===== src/rtl/ahb3lite_led_ctrl_pkg.sv =====
// Shared definitions for the AHB3-Lite LED controller.
// Register offsets, bus encodings and the bus FSM state type.
package led_ctrl_pkg;

    localparam logic [1:0] LED_REG_OUT    = 2'd0;
    localparam logic [1:0] LED_REG_MODE   = 2'd1;
    localparam logic [1:0] LED_REG_PERIOD = 2'd2;
    localparam logic [1:0] LED_REG_TOGGLE = 2'd3;

    localparam logic [2:0] HSIZE_WORD = 3'b010;

    typedef enum logic [1:0] {
        HTRANS_IDLE   = 2'd0,
        HTRANS_BUSY   = 2'd1,
        HTRANS_NONSEQ = 2'd2,
        HTRANS_SEQ    = 2'd3
    } htrans_t;

    typedef enum logic [1:0] {
        BUS_IDLE = 2'd0,
        BUS_ERR1 = 2'd1,
        BUS_ERR2 = 2'd2
    } bus_state_t;

endpackage


===== src/rtl/ahb3lite_led_ctrl_if.sv =====
// AHB3-Lite slave port bundle for the LED controller.
// Signal names follow the slave's point of view.
interface ahb3lite_led_ctrl_if #(
    parameter int HADDR_SIZE = 32
);
    logic                  hsel_i;
    logic [HADDR_SIZE-1:0] haddr_i;
    logic [31:0]           hwdata_i;
    logic [31:0]           hrdata_o;
    logic                  hwrite_i;
    logic [2:0]            hsize_i;
    logic [1:0]            htrans_i;
    logic                  hready_i;
    logic                  hreadyout_o;
    logic                  hresp_o;

    modport master (
        output hsel_i, haddr_i, hwdata_i, hwrite_i,
        output hsize_i, htrans_i, hready_i,
        input  hrdata_o, hreadyout_o, hresp_o
    );

    modport slave (
        input  hsel_i, haddr_i, hwdata_i, hwrite_i,
        input  hsize_i, htrans_i, hready_i,
        output hrdata_o, hreadyout_o, hresp_o
    );
endinterface


===== src/rtl/ahb3lite_led_ctrl_prescaler.sv =====
// Shared blink prescaler: counts down a half-period and flips the phase.
// A zero period parks the phase high so blinking channels look static.
module led_blink_prescaler #(
    parameter int g_prescaler_width = 24
) (
    input  logic                         clk_i,
    input  logic                         rst_i,
    input  logic [g_prescaler_width-1:0] period_i,
    input  logic                         load_i,
    output logic                         phase_o
);

    logic [g_prescaler_width-1:0] cnt_q;

    // A software reload takes priority over a natural expiry.
    always_ff @(posedge clk_i) begin
        if (rst_i) begin
            cnt_q   <= '0;
            phase_o <= 1'b1;
        end else if (load_i) begin
            cnt_q   <= period_i;
            phase_o <= 1'b1;
        end else if (period_i == '0) begin
            cnt_q   <= '0;
            phase_o <= 1'b1;
        end else if (cnt_q == '0) begin
            cnt_q   <= period_i;
            phase_o <= ~phase_o;
        end else begin
            cnt_q   <= cnt_q - (g_prescaler_width)'(1);
        end
    end

endmodule


===== src/rtl/ahb3lite_led_ctrl.sv =====
// AHB3-Lite slave driving a bank of LEDs with static or blink modes.
// Holds bus decode, register file, error FSM and the LED output mux.
module ahb3lite_led_ctrl
    import led_ctrl_pkg::*;
#(
    parameter int g_channels        = 8,
    parameter int g_prescaler_width = 24,
    parameter int HADDR_SIZE        = 32
) (
    input  logic                  clk_i,
    input  logic                  rst_i,
    ahb3lite_led_ctrl_if.slave    bus,
    output logic [g_channels-1:0] led_o,
    output logic                  blink_phase_o
);

    localparam int ADDR_LSB = (HADDR_SIZE > 3) ? 2 : 0;

    logic                         accept;
    logic                         size_ok;
    logic                         dp_valid;
    logic                         dp_write;
    logic [1:0]                   dp_addr;
    logic                         wr_en;
    logic                         per_load;
    logic [g_channels-1:0]        wd_ch;
    logic [g_prescaler_width-1:0] wd_per;
    logic [g_channels-1:0]        out_q;
    logic [g_channels-1:0]        mode_q;
    logic [g_prescaler_width-1:0] period_q;
    logic [g_prescaler_width-1:0] period_d;
    logic [31:0]                  rdata;
    bus_state_t                   state_q;
    bus_state_t                   state_d;
    logic                         hready_out;
    logic                         hresp;

    assign accept  = bus.hsel_i & bus.hready_i & bus.htrans_i[1];
    assign size_ok = (bus.hsize_i == HSIZE_WORD);

    // Only legal transfers open a data phase; errors go to the FSM.
    always_ff @(posedge clk_i) begin
        if (rst_i) begin
            dp_valid <= 1'b0;
            dp_write <= 1'b0;
            dp_addr  <= 2'd0;
        end else begin
            dp_valid <= accept & size_ok;
            dp_write <= bus.hwrite_i;
            dp_addr  <= bus.haddr_i[ADDR_LSB +: 2];
        end
    end

    assign wr_en    = dp_valid & dp_write;
    assign wd_ch    = bus.hwdata_i[g_channels-1:0];
    assign wd_per   = bus.hwdata_i[g_prescaler_width-1:0];
    assign per_load = wr_en & (dp_addr == LED_REG_PERIOD);
    assign period_d = per_load ? wd_per : period_q;

    always_ff @(posedge clk_i) begin
        if (rst_i) begin
            out_q    <= '0;
            mode_q   <= '0;
            period_q <= '0;
        end else if (wr_en) begin
            unique case (dp_addr)
                LED_REG_OUT:    out_q    <= wd_ch;
                LED_REG_MODE:   mode_q   <= wd_ch;
                LED_REG_PERIOD: period_q <= wd_per;
                LED_REG_TOGGLE: out_q    <= out_q ^ wd_ch;
                default:        out_q    <= out_q;
            endcase
        end
    end

    led_blink_prescaler #(
        .g_prescaler_width (g_prescaler_width)
    ) u_prescaler (
        .clk_i    (clk_i),
        .rst_i    (rst_i),
        .period_i (period_d),
        .load_i   (per_load),
        .phase_o  (blink_phase_o)
    );

    always_ff @(posedge clk_i) begin
        if (rst_i) begin
            led_o <= '0;
        end else begin
            led_o <= (out_q & ~mode_q)
                   | (out_q & mode_q & {g_channels{blink_phase_o}});
        end
    end

    always_comb begin
        rdata = '0;
        if (dp_valid && !dp_write) begin
            unique case (dp_addr)
                LED_REG_OUT:    rdata = 32'(out_q);
                LED_REG_MODE:   rdata = 32'(mode_q);
                LED_REG_PERIOD: rdata = 32'(period_q);
                LED_REG_TOGGLE: rdata = 32'(led_o);
                default:        rdata = '0;
            endcase
        end
    end

    always_ff @(posedge clk_i) begin
        if (rst_i) state_q <= BUS_IDLE;
        else       state_q <= state_d;
    end

    // Two-cycle ERROR: hold off the bus, then release with ERROR still set.
    always_comb begin
        state_d    = state_q;
        hready_out = 1'b1;
        hresp      = 1'b0;
        unique case (state_q)
            BUS_IDLE: begin
                if (accept && !size_ok) state_d = BUS_ERR1;
            end
            BUS_ERR1: begin
                hready_out = 1'b0;
                hresp      = 1'b1;
                state_d    = BUS_ERR2;
            end
            BUS_ERR2: begin
                hresp   = 1'b1;
                state_d = (accept && !size_ok) ? BUS_ERR1 : BUS_IDLE;
            end
            default: state_d = BUS_IDLE;
        endcase
    end

    assign bus.hrdata_o    = rdata;
    assign bus.hreadyout_o = hready_out;
    assign bus.hresp_o     = hresp;

endmodule


===== src/flat_wrapper.sv =====
// flat-port wrapper written by rule: the top's interface ports become plain ports
module ahb3lite_led_ctrl_flat import led_ctrl_pkg::*;
#(
    parameter int g_channels        = 8,
    parameter int g_prescaler_width = 24,
    parameter int HADDR_SIZE        = 32
)
  (clk_i, rst_i, led_o, blink_phase_o, bus_hsel_i, bus_haddr_i, bus_hwdata_i, bus_hwrite_i, bus_hsize_i, bus_htrans_i, bus_hready_i, bus_hrdata_o, bus_hreadyout_o, bus_hresp_o);
  ahb3lite_led_ctrl_if #(.HADDR_SIZE(HADDR_SIZE)) bus_i ();
  input  logic clk_i;
  input  logic rst_i;
  output logic [g_channels-1:0] led_o;
  output logic blink_phase_o;
  input wire logic [$bits(bus_i.hsel_i)-1:0] bus_hsel_i;
  input wire logic [$bits(bus_i.haddr_i)-1:0] bus_haddr_i;
  input wire logic [$bits(bus_i.hwdata_i)-1:0] bus_hwdata_i;
  input wire logic [$bits(bus_i.hwrite_i)-1:0] bus_hwrite_i;
  input wire logic [$bits(bus_i.hsize_i)-1:0] bus_hsize_i;
  input wire logic [$bits(bus_i.htrans_i)-1:0] bus_htrans_i;
  input wire logic [$bits(bus_i.hready_i)-1:0] bus_hready_i;
  output wire logic [$bits(bus_i.hrdata_o)-1:0] bus_hrdata_o;
  output wire logic [$bits(bus_i.hreadyout_o)-1:0] bus_hreadyout_o;
  output wire logic [$bits(bus_i.hresp_o)-1:0] bus_hresp_o;
  assign bus_i.hsel_i = bus_hsel_i;
  assign bus_i.haddr_i = bus_haddr_i;
  assign bus_i.hwdata_i = bus_hwdata_i;
  assign bus_i.hwrite_i = bus_hwrite_i;
  assign bus_i.hsize_i = bus_hsize_i;
  assign bus_i.htrans_i = bus_htrans_i;
  assign bus_i.hready_i = bus_hready_i;
  assign bus_hrdata_o = bus_i.hrdata_o;
  assign bus_hreadyout_o = bus_i.hreadyout_o;
  assign bus_hresp_o = bus_i.hresp_o;
  ahb3lite_led_ctrl #(.g_channels(g_channels), .g_prescaler_width(g_prescaler_width), .HADDR_SIZE(HADDR_SIZE)) u_core (.clk_i(clk_i), .rst_i(rst_i), .bus(bus_i), .led_o(led_o), .blink_phase_o(blink_phase_o));
endmodule

===== config.mk =====
export PLATFORM = sky130hd
export DESIGN_NAME = ahb3lite_led_ctrl_flat
export DESIGN_NICKNAME = d
export VERILOG_FILES = /design/src/rtl/ahb3lite_led_ctrl_pkg.sv /design/src/rtl/ahb3lite_led_ctrl_if.sv /design/src/rtl/ahb3lite_led_ctrl_prescaler.sv /design/src/rtl/ahb3lite_led_ctrl.sv /design/src/flat_wrapper.sv
export SDC_FILE = /design/constraint.sdc
export NUM_CORES = 1
export LEC_CHECK = 0
export BUFFER_PORTS_ARGS = -buffer_cell sky130_fd_sc_hd__buf_2
export CAP_MARGIN = 20
export CELL_PAD_IN_SITES_DETAIL_PLACEMENT = 1
export CELL_PAD_IN_SITES_GLOBAL_PLACEMENT = 1
export CORE_MARGIN = 1.5
export CORE_UTILIZATION = 34
export DETAILED_ROUTE_END_ITERATION = 6
export GPL_ROUTABILITY_DRIVEN = 0
export PLACE_DENSITY = 0.81
export SYNTH_ARGS = -nofsm -noshare
export SYNTH_HDL_FRONTEND = slang
export SYNTH_SLANG_ARGS = --single-unit

===== constraint.sdc =====
create_clock -name clk_i -period 2.06 [get_ports clk_i]
set_clock_uncertainty 0.05 [all_clocks]
set_input_delay 0.206 -clock clk_i [delete_from_list [all_inputs] [get_ports clk_i]]
set_output_delay 0.206 -clock clk_i [all_outputs]
set_load 0.005 [all_outputs]

# Word-level counts from Yosys, hierarchy flattened
# Index checks and enable logic that the tools add are counted.
[word_totals]
reg_bits = 79
in_bits = 74
word_cells = 56
[classes]
n_addsub = 1
eq_ne = 7
muxes = 12
bitwise = 12
n_reduce_logical = 14
[op_table]
columns = ["cell", "n"]
rows = [
  ["32-bit case mux with 4 select lines", 1],
  ["24-bit two-way mux", 4],
  ["24-bit logical NOT", 2],
  ["32-bit two-way mux", 1],
  ["8-bit bitwise AND", 3],
  ["24-bit by 1-bit subtractor with 24-bit output (second input constant)", 1],
  ["8-bit case mux with 2 select lines", 1],
  ["8-bit inverter", 1],
  ["8-bit bitwise OR", 1],
  ["8-bit XOR", 1],
  ["2-bit equality test (second input constant)", 3],
  ["2-bit case mux with 3 select lines", 1],
  ["2-bit AND reduction", 3],
  ["1-bit bitwise AND", 5],
  ["2-bit by 1-bit equality test with 1-bit output (second input constant)", 2],
  ["2-bit logical NOT", 2],
  ["3-bit by 2-bit equality test with 1-bit output (second input constant)", 1],
  ["1-bit two-way mux", 3],
  ["3-bit OR reduction", 1],
  ["1-bit logical AND", 2],
  ["1-bit logical NOT", 2],
  ["2-bit two-way mux", 1],
  ["2-bit by 1-bit inequality test with 1-bit output (second input constant)", 1],
  ["2-bit nonzero test", 1],
  ["2 further kinds", 2],
]

# Longest topological paths before layout
[depth]
word_depth = 6
mapped_depth = 9
mapped_depth_nobuf = 7

# Hierarchy
# From an unflattened synthesis, not the netlist that was laid out.
[unflattened]
hier_cells = 424
area_unflattened_um2 = 4122.7
[modules_own_cells]
columns = ["mod", "n_inst", "cells_per_inst", "area_per_inst_um2", "seq_area_each_um2"]
rows = [
  ["ahb3lite_led_ctrl", 1, 276, 2762.6, 1081.0],
  ["led_blink_prescaler", 1, 148, 1360.1, 500.5],
]

# Worst setup path after synthesis
# No wires, ideal clock.
[synth_timing]
path_type = "register -> register"
from = "register u_core.dp_addr[0]"
to = "register u_core.u_prescaler.cnt_q[17]"
setup_ps = 117
t_arrival_ps = 1865
path_slack_ps = 28
stages_incl_launch_ff = 9
path_buffers = 2
path_cell_list = "dfxtp_1 inv_1 ha_1 clkbuf_1 nand3_1 buf_1 mux2i_1 nand2_1 a32o_1"
[synth_between]
elab_chain_cells = 6
[synth_lines]
columns = ["element", "line_no", "rtl"]
rows = [
  ["start: declaration", "ahb3lite_led_ctrl.sv:23", "logic [1:0] dp_addr;"],
  ["start signal: assignment", "ahb3lite_led_ctrl.sv:50", "dp_addr <= bus.haddr_i[ADDR_LSB +: 2];"],
  ["2-bit equality test (*)", "ahb3lite_led_ctrl.sv:57", "assign per_load = wr_en & (dp_addr == LED_REG_PERIOD);"],
  ["1-bit bitwise AND (*)", "ahb3lite_led_ctrl.sv:57", ""],
  ["24-bit two-way mux", "ahb3lite_led_ctrl.sv:58", "assign period_d = per_load ? wd_per : period_q;"],
  ["24-bit logical NOT / 24-bit two-way mux (equally long branches)", "ahb3lite_led_ctrl_prescaler.sv:23, ahb3lite_led_ctrl_prescaler.sv:26", ""],
  ["24-bit two-way mux", "ahb3lite_led_ctrl_prescaler.sv:23", "end else if (period_i == '0) begin"],
  ["24-bit two-way mux (*)", "ahb3lite_led_ctrl_prescaler.sv:20", "end else if (load_i) begin"],
  ["end signal: assignment", "ahb3lite_led_ctrl_prescaler.sv:21", "cnt_q <= period_i;"],
  ["end signal: assignment", "ahb3lite_led_ctrl_prescaler.sv:27", "cnt_q <= period_i;"],
  ["end signal: assignment", "ahb3lite_led_ctrl_prescaler.sv:30", "cnt_q <= cnt_q - (g_prescaler_width)'(1);"],
  ["end: declaration", "ahb3lite_led_ctrl_prescaler.sv:13", "logic [g_prescaler_width-1:0] cnt_q;"],
]
# Mark *: on every way between the ends. The rest lies on a longest branch, timed or not.
# A chain may end at the register's enable or synchronous reset.

# Worst setup path after layout
[layout_timing]
from = "register u_core.u_prescaler.cnt_q[0]"
to = "register u_core.u_prescaler.cnt_q[12]"
[layout_between]
elab_chain_cells = 4
[layout_lines]
columns = ["element", "line_no", "rtl"]
rows = [
  ["24-bit by 1-bit subtractor with 24-bit output / 24-bit logical NOT (equally long branches)", "ahb3lite_led_ctrl_prescaler.sv:30, ahb3lite_led_ctrl_prescaler.sv:26", ""],
  ["24-bit two-way mux (*)", "ahb3lite_led_ctrl_prescaler.sv:26", "end else if (cnt_q == '0) begin"],
  ["24-bit two-way mux (*)", "ahb3lite_led_ctrl_prescaler.sv:23", ""],
  ["24-bit two-way mux (*)", "ahb3lite_led_ctrl_prescaler.sv:20", ""],
]
# Marked as above.

==> run metrics <==
status finished with violations; failing checks negative setup slack; Final Max Tran Viols 0; Finished Core Util 44.4%; Worst slew margin 60.4%; asr flop ratio synth 0%; hold_buf cts 0; drt total wl 13.4 mm; slowest CP cell or4b_4; unrepaired setup endpoints after global routing yes; GR Util met2 36.1%; HPWL after DPL 9.47 mm; Root Buffer clkbuf_16; routed via count 4096; CP required 2.24 ns; pre-CTS setup slack -0.0887 ns; max-cap violations 0; Nets 689; setup ws final -0.0267 ns; total grt overflow 0; Crit Path Category reg2reg; Worst R2R End u_core.u_prescaler.cnt_q[12]$_SDFF_PP0_; worst r2r src u_core.u_prescaler.cnt_q[0]$_SDFF_PP0_; Final Hold Fails 0; Area after DPL 0.00485 mm2; Via density 5.28; Top-Level Pins 117; CTS clk-pin slew, worst paths 0.06 ns; Peak supply drop 0.383 mV; global route hottest layer met2; H-tree Lvls 3; Yosys cell types 58; Initial DRT Pass Iterations 5; #FFs+latches synth 79; CP Cell Sequence inv_2 > ha_1 > or4b_4 > nor2_4 > a21oi_1 > a211o_1 > a32o_1; Post-Synthesis Cells 508; actual slew at the worst max-slew pin 0.592 ns; largest net degree at the start of global routing 47; routing usage on met1 25.1%; Warnings, synthesis 0; part of the cycle the worst path needs 101%; clk_lat worst skew 0.34 ns; most frequent cells in the layout dfxtp_1 (75), nand2_1 (71), buf_2 (70); Post-synth EDFFs 0; Row Count 40; first-pass GRT wire length 21.1 mm; Non-Filler Instances 776; R2R depth 7; leak pwr 0.00243 uW; CTS buffer count 9; CORE AREA 0.0121 mm2; slowest stage delay, CP 0.54 ns; PwrDens 602 mW/mm2; Max Clk Rate 479 MHz; clock buffer depth 2; diode count 0; synthesized area 0.00421 mm2; DP Cell Count 748; Die Height 114 um; CP startpoint kind register; Max Fanout on Critical Path 5; Worst EP arrival 2.27 ns; Initial Utilization 34.9%; crit path launch u_core.u_prescaler.cnt_q[0]$_SDFF_PP0_; Worst setup EP type register; vias in the first global route 4204; Pwr Total 3220 uW; crit path time final 2.09 ns; Synth Flop Type dfxtp_1; Finished Cell Area 0.00535 mm2; post-synthesis sequential area ratio 37.6%; Hold/Removal Path Class in2reg; CP endpoint u_core.u_prescaler.cnt_q[12]$_SDFF_PP0_; # clock sinks 79; Avg Inst Size Synth 8.28 um2; most common cell after layout, fill and taps aside dfxtp_1; TritonCTS clock tree built; WL/cell 17.3 um; synthesis-to-finish area growth 27.3%; final setup vio count 5; Hold Path Cell Cnt 3; DRC violations left 0; Worst R2R Setup Slack -0.03 ns; antenna violations before repair 0; IO Port Bufs 69; gr usage total 20.6%; Die ar. 0.0130 mm2; layout cells sized above 1 27.1%; Die W 114 um; antenna-violating nets left 0; Iter 0 DRT Violations 250; M3 GR Usage 4.18%
[cell usage after synthesis (6+ instances only)]
library cell,count,share of area (%)
dfxtp_1,79,38
nand2_1,74,6.6
nor2_1,47,4.2
a21oi_1,34,4.0
mux2i_1,29,6.9
clkbuf_1,25,2.2
nor2b_1,22,3.3
o21ai_0,22,2.6
and2_1,17,2.5
a32o_1,14,3.3
ha_1,11,3.3
nor3_1,10,1.2
inv_1,9,0.80
nand3_1,9,1.1
nor4_1,9,1.3
a222oi_1,8,1.9
buf_4,8,1.4
nor3b_1,8,1.4
xnor2_1,6,1.2
[final cells by class]
| cell class | count | area (um2) |
|---|---|---|
| tap | 168 | 210 |
| clock inverter | 4 | 30.0 |
| timing repair buffer | 117 | 733 |
| sequential | 79 | 1590 |
| multi-input combinational | 388 | 2500 |
| clock buffer | 11 | 253 |
| inverter | 9 | 36.3 |
| fill | 1444 | 6710 |
[kinds of logic after synthesis]
group / after synthesis / share of synthesized area, %
and+or+nand+nor: 227 / 27.6
AOI/OAI and AO/OA: 103 / 16.7
DFF: 79 / 37.6
buffers and inverters: 48 / 5.77
muxes: 29 / 6.90
adders and majority gates: 11 / 3.27
xor gates and xnor gates: 10 / 2.08
other: 1 / 0.0892
[metal layers]
layer,wire length [um],share of wire (%)
met1,5930,44
met2,6800,51
met3,451,3.4
met4,249,1.9
met5,0,0
[worst max-delay path: cells and delay by family, from the launching register on]
kind | cells | cell delay [ns]
adder cells (fa/ha/maj) | 1 | 0.18
AND/OR/NAND/NOR | 2 | 0.70
flip-flops | 1 | 0.32
AO/OA/AOI/OAI | 3 | 0.66
buffers and inverters | 1 | 0.07
[metrics by stage]
step / hold slack, ns / TNS (ns)
finish: 0.0375 / -0.0482
global route: 0.0467 / -1.44
CTS: 0.0156 / 0
global placement: 0.378 / -0.0893
floorplan: 0.264 / 0
detailed placement: 0.382 / -0.842
[what timing repair did]
item                                    CTS  global route
gates resized for setup                  24            17
pin swaps                                 6            17
cloned                                    2             0
endpoints found under the setup margin   39            44
hold endpoints to repair                  0             0
setup buffers                             5             6
[power by group]
| part | total [uW] | switching (uW) | internal, uW |
|---|---|---|---|
| registers | 1540 | 7.71 | 1530 |
| logic | 154 | 92.5 | 61.1 |
| clock network | 1530 | 649 | 879 |
[how the worst min path moves through the flow]
stage                     startpoint                                       to  slack, ns
floorplan           bus_hwdata_i[22]  u_core.u_prescaler.cnt_q[22]$_SDFF_PP0_       0.26
global placement    bus_hwdata_i[20]  u_core.u_prescaler.cnt_q[20]$_SDFF_PP0_       0.38
detailed placement    bus_haddr_i[2]             u_core.dp_addr[0]$_SDFF_PP0_       0.38
CTS                   bus_haddr_i[2]             u_core.dp_addr[0]$_SDFF_PP0_       0.02
global route        bus_hwdata_i[18]  u_core.u_prescaler.cnt_q[18]$_SDFF_PP0_       0.05
finish              bus_hwdata_i[20]  u_core.u_prescaler.cnt_q[20]$_SDFF_PP0_       0.04
[sequential cells by signal, indices dropped and copies added, names as in the netlist, 2 cells and up]
signal and count:
u_core.out_q 8, u_core.mode_q 8, u_core.state_q 2, u_core.u_prescaler.cnt_q 24
u_core.period_q 24, u_core.dp_addr 2, u_core.led_o 8
Note: power is estimated with default switching activity, not from simulation.
